--- config.mk ---
export PLATFORM = sky130hd
export DESIGN_NAME = text_fetcher
export DESIGN_NICKNAME = d
export VERILOG_FILES = /design/src/rtl/text_fetcher.sv
export SDC_FILE = /design/constraint.sdc
export NUM_CORES = 1
export LEC_CHECK = 0
export ABC_AREA = 0
export BUFFER_PORTS_ARGS = -buffer_cell sky130_fd_sc_hd__buf_2
export CORE_UTILIZATION = 35
export CTS_CLUSTER_SIZE = 8
export DETAILED_ROUTE_END_ITERATION = 10
export PLACE_DENSITY = 0.66
export SYNTH_ARGS = -nofsm -noshare
export SYNTH_HDL_FRONTEND = slang
export SYNTH_SLANG_ARGS = --single-unit
--- constraint.sdc ---
create_clock -name clk -period 2.8 [get_ports clk]
set_clock_uncertainty 0.2 [all_clocks]
set_input_delay 0.14 -clock clk [delete_from_list [all_inputs] [get_ports clk]]
set_output_delay 0.14 -clock clk [all_outputs]
set_load 0.05 [all_outputs]
--- src/rtl/text_fetcher.sv ---
// Text-mode frame fetcher: walks the character screen once per scan line,
// looks up glyph bytes in font memory and streams them out with line/frame markers.
module text_fetcher #(
   parameter logic [14:0] SCREEN_BASE = 15'h1000,
   parameter logic [14:0] FONT_BASE   = 15'h0900,
   parameter int unsigned COLS        = 40,
   parameter int unsigned ROWS        = 25,
   parameter logic [7:0]  FIRST_CHAR  = 8'h20
) (
   input  logic        clk,
   input  logic        reset_n,
   input  logic        start,
   output logic        busy,
   output logic        done,
   output logic [14:0] mem_addr,
   output logic        mem_rd,
   input  logic        mem_grant,
   input  logic [7:0]  mem_rd_data,
   output logic [7:0]  pix_data,
   output logic        pix_valid,
   input  logic        pix_ready,
   output logic        pix_sol,
   output logic        pix_sof
);

   localparam int unsigned CW = (COLS > 1) ? $clog2(COLS) : 1;
   localparam int unsigned RW = (ROWS > 1) ? $clog2(ROWS) : 1;

   typedef enum logic [2:0] {
      IDLE, CHAR_REQ, CHAR_WAIT, FONT_REQ, FONT_WAIT, EMIT
   } state_t;

   state_t state, state_nxt;

   logic [RW-1:0] row;
   logic [2:0]    scan;
   logic [CW-1:0] col;
   logic [7:0]    code;
   logic [7:0]    glyph_idx;
   logic [14:0]   screen_addr;
   logic [14:0]   font_addr;
   logic          col_last, scan_last, row_last, frame_last, accept;

   assign col_last   = (col == CW'(COLS - 1));
   assign scan_last  = (scan == 3'd7);
   assign row_last   = (row == RW'(ROWS - 1));
   assign frame_last = col_last && scan_last && row_last;
   assign accept     = (state == EMIT) && pix_ready;

   // Address arithmetic is modulo 2^15 by construction of the 15-bit sums.
   assign glyph_idx   = code - FIRST_CHAR;
   assign screen_addr = SCREEN_BASE + 15'(row) * 15'(COLS) + 15'(col);
   assign font_addr   = FONT_BASE + {4'b0000, glyph_idx, 3'b000} + {12'd0, scan};

   always_ff @(posedge clk or negedge reset_n) begin
      if (!reset_n) state <= IDLE;
      else          state <= state_nxt;
   end

   always_comb begin
      state_nxt = state;
      mem_rd    = 1'b0;
      mem_addr  = '0;
      case (state)
         IDLE:      if (start) state_nxt = CHAR_REQ;
         CHAR_REQ: begin
            mem_rd   = 1'b1;
            mem_addr = screen_addr;
            if (mem_grant) state_nxt = CHAR_WAIT;
         end
         CHAR_WAIT: state_nxt = (mem_rd_data < FIRST_CHAR) ? EMIT : FONT_REQ;
         FONT_REQ: begin
            mem_rd   = 1'b1;
            mem_addr = font_addr;
            if (mem_grant) state_nxt = FONT_WAIT;
         end
         FONT_WAIT: state_nxt = EMIT;
         EMIT:      if (pix_ready) state_nxt = frame_last ? IDLE : CHAR_REQ;
         default:   state_nxt = IDLE;
      endcase
   end

   assign busy      = (state != IDLE);
   assign pix_valid = (state == EMIT);
   assign pix_sol   = pix_valid && (col == '0);
   assign pix_sof   = pix_sol && (row == '0) && (scan == '0);

   always_ff @(posedge clk or negedge reset_n) begin
      if (!reset_n) begin
         row      <= '0;
         scan     <= '0;
         col      <= '0;
         code     <= '0;
         pix_data <= '0;
         done     <= 1'b0;
      end else begin
         done <= accept && frame_last;
         case (state)
            IDLE: if (start) begin
               row  <= '0;
               scan <= '0;
               col  <= '0;
            end
            CHAR_WAIT: begin
               code <= mem_rd_data;
               if (mem_rd_data < FIRST_CHAR) pix_data <= '0;
            end
            FONT_WAIT: pix_data <= mem_rd_data;
            EMIT: if (pix_ready) begin
               if (col_last) begin
                  col <= '0;
                  if (scan_last) begin
                     scan <= '0;
                     row  <= row_last ? '0 : row + RW'(1);
                  end else begin
                     scan <= scan + 3'd1;
                  end
               end else begin
                  col <= col + CW'(1);
               end
            end
            default: ;
         endcase
      end
   end

endmodule

Word level (Yosys, flattened, before mapping):

Cells that the tools add are included.

* register bits after elaboration: 34
* output and inout port bits: 29
* logic and storage cells: 78

* add/sub/neg operators: 8
* $mul: 1
* order comparisons: 1
* equal/unequal tests: 15
* mux-type cells: 26
* reductions and logical operators: 20

Operators with widths (number)
* one-hot mux 15 bit (2 select lines): 1
* 2-to-1 mux 3 bit: 9
* 2-to-1 mux 5 bit: 5
* 2-to-1 mux 6 bit: 3
* one-hot mux 3 bit (6 select lines): 1
* one-hot mux 8 bit (2 select lines): 1
* adder 14 x 6 -> 15 bit: 1
* adder 13 x 11 -> 14 bit (first input constant): 1
* adder 13 x 3 -> 14 bit: 1
* adder 12 x 11 -> 13 bit (first input constant): 1
* one-hot mux 6 bit (2 select lines): 1
* one-hot mux 5 bit (2 select lines): 1
* == test 3 bit (second input constant): 3
* less-than comparator 8 x 6 -> 1 bit (second input constant): 1
* multiplier 5 x 3 -> 8 bit (second input constant): 1
* 2-to-1 mux 8 bit: 1
* != test 2 bit (second input constant): 4
* AND reduction 4 bit: 2
* subtractor 8 x 6 -> 8 bit (second input constant): 1
* logical AND 1 bit: 7
* adder 6 x 1 -> 6 bit (second input constant): 1
* == test 3 x 2 -> 1 bit (second input constant): 2
* == test 6 bit (second input constant): 1
* logical NOT 3 bit: 2
* other kinds (15): 19

Logic depth before layout (Yosys ltp):

* depth after elaboration: 6
* mapped depth: 7

Worst setup path after synthesis:

No wires, ideal clock.

* kind: flip-flop to output port
* start point: reg row[1]
* end point: out mem_addr[9]
* arrival: 3004 ps
* setup slack: -544 ps
* cell stages (with the launch flop): 8
* path through: dfrtp_1 > ha_1 > ha_1 > fa_1 > inv_1 > nor4_1 > a211oi_1 > nor3_1

* word-level cells in the longest chain between the ends: 4

Ends and longest elaborated chain
* from (decl): RTL line 35 `logic [RW-1:0] row;`
* from (signal assigned): RTL line 114 `row <= row_last ? '0 : row + RW'(1);`
* multiplier 5 x 3 -> 8 bit: RTL line 52 `assign screen_addr = SCREEN_BASE + 15'(row) * 15'(COLS) + 15'(col);`
* adder 13 x 11 -> 14 bit: RTL line 52
* adder 14 x 6 -> 15 bit: RTL line 52
* one-hot mux 15 bit (2 select lines): RTL line 64 `case (state)`
* to (decl): RTL line 15 `output logic [14:0] mem_addr,`

Every way passes these cells.

Worst setup path after layout:

* start point: reg row[1]
* end point: out mem_addr[8]

The elaborated chain is that of the path after synthesis.

==> impl_results.md <==
* DR WL/cell at 14.5 um
* CP Launch Type: flip-flop
* WP buf/inv at 1
* Peak VDD IR at 849 uV
* Setup violations, final at 3
* Max Buffers Root-to-Sink at 2
* Total clock sinks at 34
* R2r startpoint: state[1]$_DFFE_PN0P_
* Fraction of registers with async set/reset at 100%
* Final Power at about 2.7 mW
* Largest net degree at the start of global routing at 35
* Status: finished with violations
* Clk slew on worst S/H paths at 0.07 ns
* Min Clock Period, post-route at approximately 2.9 ns
* Multiplexer share of the synthesized area at 5.95%
* CP cell instances: ha_1 > ha_2 > fa_2 > o211ai_1 > or3_1 > nand3_2 > a21oi_2 > buf_6
* Post-DP HPWL at 3870 um
* P&R area growth vs syn at 25.0%
* Syn avg cell area at 9.65 um2
* Final hold slack at 0.00214 ns
* Chip width at 83.7 um
* Hold Path Stages at 4
* Multi-input logic area at approximately 1400 um2
* Dpl cells at 357
* Dpl ws at 0.0570 ns
* CP max-delay cell: fa_2
* Fmax at 0.342 GHz
* # fillers at 601
* Combinational Power Share at ~54%
* # nets final at 332
* Failing checks: setup timing
* Hold Vio Cnt, Final at 0
* Worst hold path startpoint: start
* CP Data Arrival Time at roughly 2.6 ns
* Post-synthesis sequential area ratio at 36.4%
* Flops & latches, synth at 34
* CTS Buf Count at 5
* Largest stage delay, worst path at 0.55 ns
* Sum Neg Setup Slack at -0.223 ns
* Pint at 1.37 mW
* Synth Area in Simple Gates at 19.3%
* Initial antenna violation count at 0
* FF+latch area at 851 um2
* Vias post-DR at 2,001
* Clock power frac at approximately 17%
* Die Area at about 7000 um2
* Crit-path max FO at 3
* Diodes inserted at 0
* Io pins at 42
* Post-Place Cell Area at 2650 um2
* Leakage at 1.40 nW
* Relative slew slack at 47.5%
* XOR/XNOR share of the synthesized area at approximately 2.2%
* Number of synthesized flops with an enable pin at 0
* WP data required at between 2 and 2.5 ns
* Net Sw Frac at about half
* Flop pwr share at ~29%
* Remaining antenna violation count at 0
* Cell area after layout at 2920 um2
* Worst Hold End: col[2]$_DFFE_PN0P_
* CTS tree: done
* Critical Setup Path Class: flip-flop to primary output
* Synth Cell Area at 2340 um2
* Share of cells above drive strength 1 at 28.8%
* Worst r2r path cells at 4
* P_sw at 1.33 mW
* Most used DFF post-synth: dfrtp_1
* Post-synthesis compound-gate area fraction at 19.3%
* Crit end category: primary output
* Warnings from Yosys at 0
* Worst-Margin Slew at 0.788 ns
* Main combinational cell family by area after synthesis: compound AO/OA/AOI/OAI gates
* Post-Syn Instances at 242
* Starting density of the core at 36.6%
* Adder-Cell Fraction of Synth Area at approximately an eighth
* RSZ-0062 raised after global routing: yes
* Drc violations at 0
* Gr ovfl total at 0
* Core area at 6390 um2
* PortBufs at 39
* Final Slew Violations at 0
* Root Driver: clkbuf_8
* Power Dens Cells at 925 nW/um2
* Finished Layout Cells at 376
* First-pass GRT wire length at slightly above 9000 um
* Vias in the first global route at 1,917
* Drt via density at 5.32
* Total Wirelength at 5460 um
* Worst R2R End: pix_data[7]$_DFFE_PN0P_
* Period Utilization, post-route at 104%
* PnR worst setup slack at -0.121 ns
* Hold WC Path Type: input pin to flip-flop
* Site Rows at 29
* Top Family by Delay on Critical Path: adder cells
* Cell variety after synth at 59
* Drt pass-1 iters at 4
* Utilization after layout at 45.7%
* Max capacitance violation total at 0
* FF-to-FF setup slack at 0.68 ns
* Gr usage total at 16.4%
* Skew-Pair Late Insertion Delay at a little under 0.3 ns
* Gpl congestion at 0.799
* Die height at 83.7 um
* Htree depth at 2
* 1st-iter DRT viols at 117
[final cells by class]
cell class	instances	share of cell area, %
Multi-Input combinational cell	184	48.7
Sequential cell	34	29.1
Timing Repair Buffer	57	12.9
Tap cell	77	3.30
Clock buffer	5	2.36
Inverter	16	2.06
Clock inverter	3	1.54
[flip-flops by register name (all words and copies together) (netlist names)]
register	count
scan	3
done	1
row	5
state	3
col	6
code	8
pix_data	8
[layer usage]
metal  share of wire [%]  GRT usage, %  up-vias
li1                    -             -      993
met1                  50          22.0      972
met2                  46          26.6       30
met3                 2.8          3.07        6
met4                 1.1          5.55        0
met5                   0             0        -
[power by group through the flow]
stage | Clock [mW] | Sequential (mW) | Combinational [mW]
3_3_place_gp | 0 | 0.778 | 1.40
3_5_place_dp | 0 | 0.783 | 1.41
5_1_grt | 0.492 | 0.798 | 1.56
6_report | 0.468 | 0.778 | 1.45
2_1_floorplan | 0 | 0.911 | 0.971
4_1_cts | 0.476 | 0.772 | 1.45
[Yosys cell counts (all sizes together), types with 2 or more instances]
cell | count | area, um2
dfrtp | 34 | 851
ha | 19 | 238
nand2 | 19 | 71.3
o21ai | 18 | 90.1
inv | 15 | 56.3
a21oi | 13 | 72.6
nor2 | 13 | 51.3
a22o | 8 | 70.1
buf | 7 | 40.0
mux2 | 7 | 78.8
nand3 | 7 | 52.6
a21o | 6 | 52.6
a31oi | 6 | 37.5
and3 | 6 | 38.8
mux2i | 6 | 60.1
or3 | 5 | 36.3
a211oi | 4 | 30.0
nor3 | 4 | 20.0
and4b | 3 | 30.0
nand2b | 3 | 18.8
nor4 | 3 | 18.8
xnor2 | 3 | 26.3
xor2 | 3 | 26.3
clkbuf | 2 | 8.75
fa | 2 | 40.0
nand3b | 2 | 27.5
o211ai | 2 | 15.0
o22ai | 2 | 18.8
o31ai | 2 | 15.0
or2b | 2 | 15.0
[kinds of logic after synthesis]
family,count (synthesis)
AO/OA/AOI/OAI,67
AND/OR/NAND/NOR,75
buffers and inverters,25
flip-flops,34
adder cells (fa/ha/maj),21
XOR/XNOR,6
other,1
multiplexers,13
[cell usage in the layout, fill, tap and decap left out, drive strengths merged, types with 4 or more instances in the layout]
master	Yosys	routed
a21oi	13	13
o21ai	18	18
a211oi	4	4
dlygate4sd3	0	10
a21o	6	6
nor3	4	4
buf	7	47
dfrtp	34	34
clkbuf	2	5
nand2	19	19
nand3	7	7
a22o	8	8
and3	6	6
inv	15	15
mux2	7	7
nor2	13	13
ha	19	19
a31oi	6	6
or3	5	5
mux2i	6	6
[worst reg2reg max path: stages, from the launching register on]
cell,delay (ns)
dfrtp_1,0.70
clkinv_1,0.44
nand2_1,0.24
nor2_1,0.16
a22o_1,0.27
[timing repair]
item / 4_1_cts / 5_1_grt
cloned: 0 / 0
gates resized for setup: 11 / 2
hold endpoints to repair: 51 / 0
pin swaps: 3 / 0
hold buffers: 10 / 0
setup endpoints to repair: 3 / 4
buffers inserted: 1 / 0
[worst max path at each step]
stage / from / end / slack, ns / cells past startpoint
6_report: row[1]$_DFFE_PN0P_ / mem_addr[8] / -0.12 / 8
3_3_place_gp: row[1]$_DFFE_PN0P_ / mem_addr[9] / 0.13 / 8
4_1_cts: row[1]$_DFFE_PN0P_ / mem_addr[8] / -0.09 / 8
3_5_place_dp: row[1]$_DFFE_PN0P_ / mem_addr[9] / 0.06 / 8
2_1_floorplan: row[1]$_DFFE_PN0P_ / mem_addr[9] / -0.14 / 7
5_1_grt: row[1]$_DFFE_PN0P_ / mem_addr[8] / -0.20 / 8
No activity file was read; power rests on OpenSTA's default activity.
